### src/rtl/ps2_pkg.sv
// ps2_pkg: shared types, default timing constants and bit helpers for the
// PS/2 host-to-device transmitter.
package ps2_pkg;

  typedef enum logic [2:0] {
    IDLE    = 3'd0,
    INHIBIT = 3'd1,
    REQ     = 3'd2,
    XFER    = 3'd3,
    ACK     = 3'd4
  } ps2_tx_state_e;

  // Defaults derived from a 50 MHz system clock.
  localparam int unsigned PS2_CLK_HZ         = 32'd50_000_000;
  localparam int unsigned PS2_INHIBIT_CYCLES = 32'd6000;     // 120 us
  localparam int unsigned PS2_START_TIMEOUT  = 32'd750000;   // 15 ms
  localparam int unsigned PS2_PACKET_TIMEOUT = 32'd100000;   // 2 ms

  // Shared counter width; every timing constant must fit in it.
  localparam int unsigned PS2_CNT_W   = 32'd20;
  localparam int unsigned PS2_CNT_MAX = 32'd1048575;

  // Odd parity: the returned bit makes the total count of ones odd.
  function automatic logic ps2_odd_parity(input logic [7:0] data);
    return ~^data;
  endfunction

  // Line level of frame position idx: 0-7 data LSB first, 8 parity, 9+ stop.
  function automatic logic ps2_frame_bit(input logic [7:0] data,
                                         input logic       par,
                                         input logic [3:0] idx);
    logic b;
    if (idx < 4'd8) begin
      b = data[idx[2:0]];
    end else if (idx == 4'd8) begin
      b = par;
    end else begin
      b = 1'b1;
    end
    return b;
  endfunction

endpackage

### src/rtl/ps2_host_tx_if.sv
// ps2_host_tx_if: command handshake between the keyboard controller
// (master) and the PS/2 host transmitter (slave).
interface ps2_host_tx_if;

  logic [7:0] tx_data;
  logic       tx_valid;
  logic       tx_ready;
  logic       tx_busy;
  logic       tx_done;
  logic       tx_error;

  modport master (
    output tx_data,
    output tx_valid,
    input  tx_ready,
    input  tx_busy,
    input  tx_done,
    input  tx_error
  );

  modport slave (
    input  tx_data,
    input  tx_valid,
    output tx_ready,
    output tx_busy,
    output tx_done,
    output tx_error
  );

endinterface

### src/rtl/ps2_line_sync.sv
// ps2_line_sync: two-flop synchronizer for an asynchronous PS/2 pad plus a
// falling-edge detector on the synchronized value. Flops reset to 1 because
// an idle open-drain line floats high.
module ps2_line_sync (
  input  logic clk,
  input  logic rst_n,
  input  logic in_async,
  output logic sync,
  output logic fall
);

  logic s1_q, s1_d;
  logic s2_q, s2_d;
  logic prev_q, prev_d;

  // Next-state for the synchronizer chain and the edge-history flop.
  always_comb begin
    s1_d   = in_async;
    s2_d   = s1_q;
    prev_d = s2_q;
  end

  // Register the chain; idle-high after reset so no spurious edge appears.
  always_ff @(posedge clk or negedge rst_n) begin
    if (!rst_n) begin
      s1_q   <= 1'b1;
      s2_q   <= 1'b1;
      prev_q <= 1'b1;
    end else begin
      s1_q   <= s1_d;
      s2_q   <= s2_d;
      prev_q <= prev_d;
    end
  end

  assign sync = s2_q;
  assign fall = prev_q & ~s2_q;

endmodule

### src/rtl/ps2_host_tx.sv
// ps2_host_tx: PS/2 host-to-device command transmitter. Drives the
// open-drain PS2_CLK/PS2_DAT pair through low-side output enables only.
// Optional feature macro: PS2_TX_TIMEOUT_EN enables the start and packet
// timeouts; without it REQ/XFER/ACK wait indefinitely and tx_error only
// reports a NACK.
module ps2_host_tx
  import ps2_pkg::*;
#(
  parameter int unsigned CLK_HZ         = PS2_CLK_HZ,
  parameter int unsigned INHIBIT_CYCLES = PS2_INHIBIT_CYCLES,
  parameter int unsigned START_TIMEOUT  = PS2_START_TIMEOUT,
  parameter int unsigned PACKET_TIMEOUT = PS2_PACKET_TIMEOUT
) (
  input  logic         CLOCK_50,
  input  logic         reset,
  ps2_host_tx_if.slave tx,
  input  logic         ps2_clk_in,
  input  logic         ps2_dat_in,
  output logic         ps2_clk_oe,
  output logic         ps2_dat_oe
);

  // Timing constants must fit the shared 20-bit counter.
  if (CLK_HZ == 32'd0 || INHIBIT_CYCLES > PS2_CNT_MAX ||
      START_TIMEOUT > PS2_CNT_MAX || PACKET_TIMEOUT > PS2_CNT_MAX) begin : g_cnt_range
    $error("ps2_host_tx: timing constant exceeds the 20-bit counter range");
  end

  localparam logic [19:0] INH_LAST = 20'(INHIBIT_CYCLES - 32'd1);

  logic clk_sync_s, clk_fall_s;
  logic dat_sync_s, dat_fall_unused_s;

  ps2_line_sync u_clk_sync (
    .clk      (CLOCK_50),
    .rst_n    (reset),
    .in_async (ps2_clk_in),
    .sync     (clk_sync_s),
    .fall     (clk_fall_s)
  );

  ps2_line_sync u_dat_sync (
    .clk      (CLOCK_50),
    .rst_n    (reset),
    .in_async (ps2_dat_in),
    .sync     (dat_sync_s),
    .fall     (dat_fall_unused_s)
  );

  ps2_tx_state_e state_q, state_d;
  logic [7:0]    data_q, data_d;
  logic          par_q, par_d;
  logic [3:0]    bit_idx_q, bit_idx_d;
  logic [19:0]   cnt_q, cnt_d;
  logic          clk_oe_q, clk_oe_d;
  logic          dat_oe_q, dat_oe_d;
  logic          ready_q, ready_d;
  logic          done_q, done_d;
  logic          err_q, err_d;

  logic          timeout_s;
  logic [19:0]   cnt_run_s;

`ifdef PS2_TX_TIMEOUT_EN
  localparam logic [19:0] START_LAST  = 20'(START_TIMEOUT - 32'd1);
  localparam logic [19:0] PACKET_LAST = 20'(PACKET_TIMEOUT - 32'd1);

  // Timer advances while waiting on the device; flag the per-phase limit.
  always_comb begin
    cnt_run_s = cnt_q + 20'd1;
    timeout_s = 1'b0;
    if (state_q == REQ) begin
      timeout_s = (cnt_q >= START_LAST);
    end else if (state_q == XFER || state_q == ACK) begin
      timeout_s = (cnt_q >= PACKET_LAST);
    end else begin
      timeout_s = 1'b0;
    end
  end
`else
  // Without timeouts the timer stays frozen and never expires.
  always_comb begin
    cnt_run_s = cnt_q;
    timeout_s = 1'b0;
  end
`endif

  // Transmit sequencing: next state, line enables and handshake outputs.
  always_comb begin
    state_d   = state_q;
    data_d    = data_q;
    par_d     = par_q;
    bit_idx_d = bit_idx_q;
    cnt_d     = cnt_q;
    clk_oe_d  = clk_oe_q;
    dat_oe_d  = dat_oe_q;
    ready_d   = ready_q;
    done_d    = 1'b0;
    err_d     = 1'b0;

    case (state_q)
      IDLE: begin
        clk_oe_d = 1'b0;
        dat_oe_d = 1'b0;
        ready_d  = 1'b1;
        if (tx.tx_valid && ready_q) begin
          data_d   = tx.tx_data;
          par_d    = ps2_odd_parity(tx.tx_data);
          cnt_d    = 20'd0;
          clk_oe_d = 1'b1;
          ready_d  = 1'b0;
          state_d  = INHIBIT;
        end else begin
          state_d  = IDLE;
        end
      end

      // Hold clock low; device edges are ignored here.
      INHIBIT: begin
        if (cnt_q == INH_LAST) begin
          clk_oe_d  = 1'b0;
          dat_oe_d  = 1'b1;
          bit_idx_d = 4'd0;
          cnt_d     = 20'd0;
          state_d   = REQ;
        end else begin
          cnt_d     = cnt_q + 20'd1;
        end
      end

      // Start bit on the line; wait for the device to begin clocking.
      REQ: begin
        if (timeout_s) begin
          clk_oe_d = 1'b0;
          dat_oe_d = 1'b0;
          ready_d  = 1'b1;
          err_d    = 1'b1;
          state_d  = IDLE;
        end else if (clk_fall_s) begin
          bit_idx_d = 4'd0;
          dat_oe_d  = ~ps2_frame_bit(data_q, par_q, 4'd0);
          cnt_d     = 20'd0;
          state_d   = XFER;
        end else begin
          cnt_d     = cnt_run_s;
        end
      end

      // Present the next frame bit on each device falling edge.
      XFER: begin
        if (timeout_s) begin
          clk_oe_d = 1'b0;
          dat_oe_d = 1'b0;
          ready_d  = 1'b1;
          err_d    = 1'b1;
          state_d  = IDLE;
        end else if (clk_fall_s && bit_idx_q == 4'd9) begin
          dat_oe_d = 1'b0;
          cnt_d    = cnt_run_s;
          state_d  = ACK;
        end else if (clk_fall_s) begin
          bit_idx_d = bit_idx_q + 4'd1;
          dat_oe_d  = ~ps2_frame_bit(data_q, par_q, bit_idx_q + 4'd1);
          cnt_d     = cnt_run_s;
        end else begin
          cnt_d     = cnt_run_s;
        end
      end

      // Device drives DAT low to acknowledge; high means NACK.
      ACK: begin
        clk_oe_d = 1'b0;
        dat_oe_d = 1'b0;
        ready_d  = 1'b1;
        state_d  = IDLE;
        if (timeout_s) begin
          err_d  = 1'b1;
        end else if (!dat_sync_s) begin
          done_d = 1'b1;
        end else begin
          err_d  = 1'b1;
        end
      end

      default: begin
        clk_oe_d = 1'b0;
        dat_oe_d = 1'b0;
        ready_d  = 1'b1;
        state_d  = IDLE;
      end
    endcase
  end

  // State and registered outputs; reset releases both lines at once.
  always_ff @(posedge CLOCK_50 or negedge reset) begin
    if (!reset) begin
      state_q   <= IDLE;
      data_q    <= 8'h00;
      par_q     <= 1'b0;
      bit_idx_q <= 4'd0;
      cnt_q     <= 20'd0;
      clk_oe_q  <= 1'b0;
      dat_oe_q  <= 1'b0;
      ready_q   <= 1'b1;
      done_q    <= 1'b0;
      err_q     <= 1'b0;
    end else begin
      state_q   <= state_d;
      data_q    <= data_d;
      par_q     <= par_d;
      bit_idx_q <= bit_idx_d;
      cnt_q     <= cnt_d;
      clk_oe_q  <= clk_oe_d;
      dat_oe_q  <= dat_oe_d;
      ready_q   <= ready_d;
      done_q    <= done_d;
      err_q     <= err_d;
    end
  end

  assign ps2_clk_oe  = clk_oe_q;
  assign ps2_dat_oe  = dat_oe_q;
  assign tx.tx_ready = ready_q;
  assign tx.tx_busy  = ~ready_q;
  assign tx.tx_done  = done_q;
  assign tx.tx_error = err_q;

endmodule

### src/flat_wrapper.sv
// flat-port wrapper written by rule: the top's interface ports become plain ports
module ps2_host_tx_flat import ps2_pkg::*;
#(
  parameter int unsigned CLK_HZ         = PS2_CLK_HZ,
  parameter int unsigned INHIBIT_CYCLES = PS2_INHIBIT_CYCLES,
  parameter int unsigned START_TIMEOUT  = PS2_START_TIMEOUT,
  parameter int unsigned PACKET_TIMEOUT = PS2_PACKET_TIMEOUT
)
  (CLOCK_50, reset, ps2_clk_in, ps2_dat_in, ps2_clk_oe, ps2_dat_oe, tx_tx_data, tx_tx_valid, tx_tx_ready, tx_tx_busy, tx_tx_done, tx_tx_error);
  ps2_host_tx_if tx_i ();
  input  logic CLOCK_50;
  input  logic reset;
  input  logic ps2_clk_in;
  input  logic ps2_dat_in;
  output logic ps2_clk_oe;
  output logic ps2_dat_oe;
  input wire logic [$bits(tx_i.tx_data)-1:0] tx_tx_data;
  input wire logic [$bits(tx_i.tx_valid)-1:0] tx_tx_valid;
  output wire logic [$bits(tx_i.tx_ready)-1:0] tx_tx_ready;
  output wire logic [$bits(tx_i.tx_busy)-1:0] tx_tx_busy;
  output wire logic [$bits(tx_i.tx_done)-1:0] tx_tx_done;
  output wire logic [$bits(tx_i.tx_error)-1:0] tx_tx_error;
  assign tx_i.tx_data = tx_tx_data;
  assign tx_i.tx_valid = tx_tx_valid;
  assign tx_tx_ready = tx_i.tx_ready;
  assign tx_tx_busy = tx_i.tx_busy;
  assign tx_tx_done = tx_i.tx_done;
  assign tx_tx_error = tx_i.tx_error;
  ps2_host_tx #(.CLK_HZ(CLK_HZ), .INHIBIT_CYCLES(INHIBIT_CYCLES), .START_TIMEOUT(START_TIMEOUT), .PACKET_TIMEOUT(PACKET_TIMEOUT)) u_core (.CLOCK_50(CLOCK_50), .reset(reset), .tx(tx_i), .ps2_clk_in(ps2_clk_in), .ps2_dat_in(ps2_dat_in), .ps2_clk_oe(ps2_clk_oe), .ps2_dat_oe(ps2_dat_oe));
endmodule
### config.mk
export PLATFORM = sky130hd
export DESIGN_NAME = ps2_host_tx_flat
export DESIGN_NICKNAME = d
export VERILOG_FILES = /design/src/rtl/ps2_pkg.sv /design/src/rtl/ps2_host_tx_if.sv /design/src/rtl/ps2_line_sync.sv /design/src/rtl/ps2_host_tx.sv /design/src/flat_wrapper.sv
export SDC_FILE = /design/constraint.sdc
export NUM_CORES = 1
export LEC_CHECK = 0
export ABC_AREA = 1
export BUFFER_PORTS_ARGS = -buffer_cell sky130_fd_sc_hd__buf_4
export CELL_PAD_IN_SITES_DETAIL_PLACEMENT = 0
export CELL_PAD_IN_SITES_GLOBAL_PLACEMENT = 1
export CORE_UTILIZATION = 30
export DETAILED_ROUTE_END_ITERATION = 8
export PLACE_DENSITY = 0.61
export SLEW_MARGIN = 5
export SYNTH_ARGS = -nofsm -noshare
export SYNTH_HDL_FRONTEND = slang
export SYNTH_SLANG_ARGS = --single-unit
### constraint.sdc
create_clock -name CLOCK_50 -period 1.88 [get_ports CLOCK_50]
set_clock_uncertainty 0.2 [all_clocks]
set_input_delay 0.188 -clock CLOCK_50 [delete_from_list [all_inputs] [get_ports CLOCK_50]]
set_output_delay 0.188 -clock CLOCK_50 [all_outputs]
set_load 0.05 [all_outputs]
==> flow_summary.toml, run 1 <==
[pwr]
p_total_mw = 1.85
swShare_pct = 22.2
clkPwrFrac_pct = 41.2
p_comb_share_pct = 4.7
internal_power_mw = 1.44
peakVddDrop_uv = 379
p_seq_share_pct = 54.1
power_switching_mw = 0.411
p_leak_nw = 1.61
powerDensity_nw_per_um2 = 558

[sta]
worst_pin_slew_ps = 629
slew_headroom_pct = 58.0
rsz0062_at_grt = "true"
final-hold-violation-count = 0
max_freq_mhz = 569
period_needed_ps = 1760
finalCritPeriodShare_pct = 93.5
setup_violations = 0
finalMaxSlewViolations = 0

[floorplanning]
die_w_um = 97.5
dieArea_um2 = 9510
die_h_um = 97.5
coreArea_um2 = 8760
io_pins = 19
num_rows = 34
start_util_pct = 31.2

[route]
ant_nets = 0
viasPerCell = 4.61
wl_met3_um = 147
highest_layer = "met4"
drt_wl_total_um = 6800
firstDrtPassIters = 5
via_count = 2393
wire_per_inst_um = 13.1
post-route-drc-count = 0
wl_met2_um = 2980
wl_met1_um = 3600
drt_iter0_drc = 102

[logic_synthesis]
synth.distinct_cells = 34
synth_top_cell_by_area = "dfrtp_1"
synthesis.area_um2 = 2740
synth_warnings = 0
synth_top_area_share_pct = 36.6
synth_area_leaders = "dfrtp_1 37%, nand2_1 15%, dfstp_2 5.8%, nor2_1 5.8%, inv_1 5.6%"
syn_inst = 364
ys_seq_elements = 46
syn_avg_cell_area_um2 = 7.52
yosysSeqAreaShare_pct = 42.3
syn_nets = 380

[global_routing]
grt_pass1_vias = 2377
grtUsageTotal_pct = 15.3
grt_pass1_wl_um = 11600
overflow = 0
antenna_found_initial = 0
grt_max_degree = 47

[critical_path]
startpoint_type = "register"
cp-end-kind = "register"
r2r_start = "u_core.state_q[1]"
cpMostUsedCell = "nand2_4"
crit_path_top_delay_cell = "dfrtp_1"
cp.arrival_ps = 1780
r2r_slack_ps = 120
cp_max_fo = 10
path_cells = "inv_2 -> nor2_4 -> nand2_4 -> nand2_4 -> o21ai_4 -> inv_4 -> nand2_4 -> nand2_1 -> nor2_1"
critPathLaunch = "u_core.state_q[1]"
cpPeakStageDelay_ps = 410
required_ps = 1900
criticalPathCategory = "register to register"

[clock_tree]
cts_root_buf = "clkbuf_8"
cts.sinks = 46
cts_buffers = 5
cts.clk_slew.worst_paths_ps = 90
cts_buffer_depth = 2
insertion_delay_ps = 310
cts_tree = "yes"
htreeDepth = 2

[place]
dpl_cell_area_um2 = 3050
port_buffers = 18
dp.final_hpwl_um = 5070
routabilityCongestion = 0.791

[finish]
num-fill-cells = 959
regArea_um2 = 1160
final_area_um2 = 3320
antenna_cells = 0
drive_gt1_share_pct = 20.2
synthToLayoutAreaGrowth_pct = 21.2
nets = 426
multi_input_area_um2 = 1370

[hold_path]
min_from = "u_core.u_clk_sync.s1_q"
worstHoldPathType = "register to register"

[outcome]
status = "finished clean"

[run]
drv_cap = 0
-- cells in the final DEF, fill, tap and decap left out --
master         netlist  final
nand2_1            107    107
inv_1               41     40
nor2_1              42     40
dfrtp_1             40     38
buf_4                2     34
nand3_1             30     30
o21ai_0             21     21
dlygate4sd3_1        0     11
nand4_1              9      9
inv_2                5      6
xnor2_1              6      6
nor3_2               6      6
dfstp_2              6      6
nand2_4              5      5
o21ai_1              5      5
xor2_1               5      5
nor3_1               5      5
clkbuf_8             0      5
nor2_2               2      4
nor2_4               3      3
ha_1                 3      3
nand2_2              2      2
nand3_4              2      2
a21oi_2              1      2
a31oi_1              2      2
a21oi_1              3      2
dfrtp_2              0      2
nand3_2              1      1
o21ai_4              1      1
o21ai_2              1      1
inv_4                1      1
o21bai_1             1      1
o22ai_1              1      1
o32ai_1              1      1
clkbuf_1             0      1
clkinvlp_4           0      1
bufinv_16            0      1
-- cell type report --
| type | count | share of cell area [%] |
|---|---|---|
| multi-input cells | 265 | 41.2 |
| flip-flops and latches | 46 | 35.0 |
| repair buffers | 45 | 11.0 |
| inverters | 47 | 5.39 |
| well taps | 108 | 4.07 |
| clock buffers | 6 | 2.19 |
| clock inverters | 2 | 1.13 |
-- state kept, by name (all words and copies together), names as in the netlist, 3 cells and up --
| signal | flops |
|---|---|
| u_core.cnt_q | 20 |
| u_core.state_q | 3 |
| u_core.bit_idx_q | 4 |
| u_core.data_q | 8 |
-- synth_stat cells (all sizes together) --
| cell | n |
|---|---|
| o32ai | 1 |
| o21bai | 1 |
| a31oi | 2 |
| nor2 | 47 |
| xnor2 | 6 |
| nand3 | 33 |
| ha | 3 |
| dfstp | 6 |
| xor2 | 5 |
| o22ai | 1 |
| nand2 | 114 |
| buf | 5 |
| dfrtp | 40 |
| o21ai | 28 |
| a21oi | 4 |
| inv | 47 |
| nor3 | 11 |
| clkbuf | 1 |
| nand4 | 9 |
-- path summary, 6_finish.rpt --
path | endpoint | depth (start not counted)
max | u_core.cnt_q[3] | 9
min | u_core.u_clk_sync.sync | 0
max reg2reg | u_core.cnt_q[3] | 9
min reg2reg | u_core.u_clk_sync.sync | 0
max in group asynchronous | u_core.bit_idx_q[1] | 2
min in group asynchronous | u_core.data_q[0] | 2
-- cell families after synthesis --
logic type,count (synthesis),synth area share [%]
XOR/XNOR,11,3.52
AND/OR/NAND/NOR,214,36.9
AO/OA/AOI/OAI,37,7.82
buffers and inverters,53,8.04
flip-flops,46,42.3
adder cells (fa/ha/maj),3,1.37
-- layer usage --
layer,up-vias,GRT usage (%)
li1,1250,-
met1,1112,21.8
met2,24,23.9
met3,7,2.52
met4,0,3.96
met5,-,0
-- metrics by stage --
stage	worst slack, ps	hold WS (ps)	cells	util [%]	setup TNS [ps]
6_report	122	159	519	37.9	0
5_1_grt	-23.6	168	519	37.9	-36.6
4_1_cts	5.80	159	514	37.3	0
2_1_floorplan	160	-308	364	-	0
3_5_place_dp	55.4	50.0	495	34.8	0
3_3_place_gp	79.6	49.5	495	34.8	0
-- power groups by stage --
stage / registers, mW / clock network, mW / logic [mW]
2_1_floorplan: 1.02 / 0 / 0.0244
3_3_place_gp: 1.02 / 0 / 0.0714
3_5_place_dp: 1.02 / 0 / 0.0716
4_1_cts: 1.00 / 0.787 / 0.0899
5_1_grt: 1.00 / 0.819 / 0.0994
6_report: 1.00 / 0.762 / 0.0878
-- critical path: cells and delay by family (launching register included) --
family	cells	cell delay [ps]
simple gates	6	460
buf+inv	2	260
compound gates	1	340
flops	1	410
-- timing repair --
action                                  4_1_cts  5_1_grt
endpoints found under the setup margin        0       13
setup buffers                                 0        5
gates resized for setup                       0        6
endpoints found under the hold margin        50        0
hold buffers                                 11        0
Note: power is estimated with default switching activity, not from simulation.
==> run 2, diff against run 1 <==
clock period = 2.1 ns   (was 1.88 ns; I/O delays follow)
==> run 2 against run 1 <==
Highest routed layer unchanged. Core utilization fell by 1.3 points. Setup slack better by 100 ps. Critical path type unchanged. Largest power group unchanged. Total power fell by 11%. Non-clock buffer count fell by 14.
==> flow_summary.toml, run 2 (synthesis gave the netlist of run 1 again) <==
[outcome]
status = "finished clean"

[clock_tree]
cts.sinks = 46
htreeDepth = 2
cts_tree = "yes"
cts_root_buf = "clkbuf_8"
insertion_delay_ps = 300
cts.clk_slew.worst_paths_ps = 90
post_cts_buffers = 0
cts_buffer_depth = 2
cts_buffers = 5

[pwr]
peakVddDrop_uv = 237
p_leak_nw = 1.54
p_total_mw = 1.65
powerDensity_nw_per_um2 = 514

[route]
via_count = 2344
drt_iter0_drc = 91
ant_nets = 0
viasPerCell = 4.64
post-route-drc-count = 0
drt_wl_total_um = 6730
wire_per_inst_um = 13.3
firstDrtPassIters = 4

[finish]
layout_common_cells = "107 x nand2_1, 42 x nor2_1, 41 x inv_1"
antenna_cells = 0
nets = 412
max_flop_register = "u_core.cnt_q"
synthToLayoutAreaGrowth_pct = 17.0
reg_top3 = "u_core.cnt_q: 20 flops, u_core.data_q: 8 flops, u_core.bit_idx_q: 4 flops"
largest_register_ffs = 20
final_common_cell = "nand2_1"
drive_gt1_share_pct = 16.1

[sta]
setup_violations = 0
max_freq_mhz = 533
finalMaxSlewViolations = 0
period_needed_ps = 1880
finalCritPeriodShare_pct = 89.3
final-hold-violation-count = 0
slew_headroom_pct = 59.4
worst_pin_slew_ps = 610
rsz0062_at_grt = "false"
tns_ps = 0
fin_ws_ps = 224

[run]
drv_cap = 0

[floorplanning]
die_h_um = 97.5
coreArea_um2 = 8760
io_pins = 19
num_rows = 34
die_w_um = 97.5
start_util_pct = 31.2
dieArea_um2 = 9510

[critical_path]
reg2reg_to = "u_core.bit_idx_q[3]"
criticalPathCategory = "register to register"
cp.arrival_ps = 1870
required_ps = 2090
cp-end-kind = "register"
startpoint_type = "register"
cp_max_fo = 8
r2r_start = "u_core.cnt_q[0]"
r2r_slack_ps = 220
r2r_cells = 10

[global_routing]
grt_pass1_wl_um = 11600
overflow = 0
antenna_found_initial = 0
grtUsageTotal_pct = 15.3
grt_pass1_vias = 2293
grt_max_degree = 47

[hold_path]
min_from = "u_core.u_clk_sync.s1_q"
hold_path_depth = 0
hold_path_end = "u_core.u_clk_sync.sync"
worstHoldPathType = "register to register"

[place]
post-place-ws_ps = 150
routabilityCongestion = 0.819
dp.final_hpwl_um = 5050
port_buffers = 18
[run 2: timing repair]
action,in CTS,in global routing
endpoints found under the setup margin,0,2
resized for setup,0,1
hold buffers,11,0
endpoints found under the hold margin,50,0
[run 2: area by class of cell]
type	count	area, um2
well taps	108	135
clock inverters	2	37.5
repair buffers	31	260
clock buffers	6	72.6
inverters	47	179
flip-flops and latches	46	1160
fillers	925	5560
multi-input cells	265	1360
[run 2: worst max-delay path: stages (launching register included)]
cell,delay (ps)
dfrtp_1,450
ha_2,290
nand2_2,70
inv_2,70
nand2_4,70
nor2_2,90
nand3_2,110
nand2_4,140
nand3_4,130
nand2_1,80
o21ai_1,60
[run 2: power breakdown]
part           leakage, nW  internal, mW  switching, mW
registers            0.508         0.894        0.00185
logic                0.980        0.0396         0.0394
clock network       0.0514         0.356          0.317
total                 1.54          1.29          0.359
[run 2: worst max path at each step]
stage | endpoint | from | cells after the start | slack [ps]
floorplan | u_core.bit_idx_q[1] | u_core.cnt_q[0] | 10 | 380
global placement | u_core.bit_idx_q[1] | u_core.cnt_q[0] | 10 | 170
detailed placement | u_core.bit_idx_q[2] | u_core.cnt_q[0] | 10 | 150
CTS | u_core.bit_idx_q[2] | u_core.cnt_q[0] | 10 | 130
global route | u_core.bit_idx_q[0] | u_core.cnt_q[0] | 10 | 50
finish | u_core.bit_idx_q[3] | u_core.cnt_q[0] | 10 | 220
[run 2: per-layer routing]
| metal | global-route usage (%) | vias to the layer above | wire (um) |
|---|---|---|---|
| li1 | - | 1220 | - |
| met1 | 21.6 | 1096 | 3460 |
| met2 | 24.2 | 26 | 3040 |
| met3 | 2.52 | 2 | 193 |
| met4 | 3.73 | 0 | 44 |
| met5 | 0 | - | 0 |
[run 2: stage by stage]
stage | utilization [%] | std cells | instance area (um2) | hold slack [ps]
after detailed placement | 34.0 | 486 | 2980 | 75.0
after global routing | 36.6 | 505 | 3200 | 163
after global placement | 34.0 | 486 | 2980 | 70.7
after floorplan | - | 364 | 2740 | -286
after CTS | 36.5 | 505 | 3200 | 161
final | 36.6 | 505 | 3200 | 159
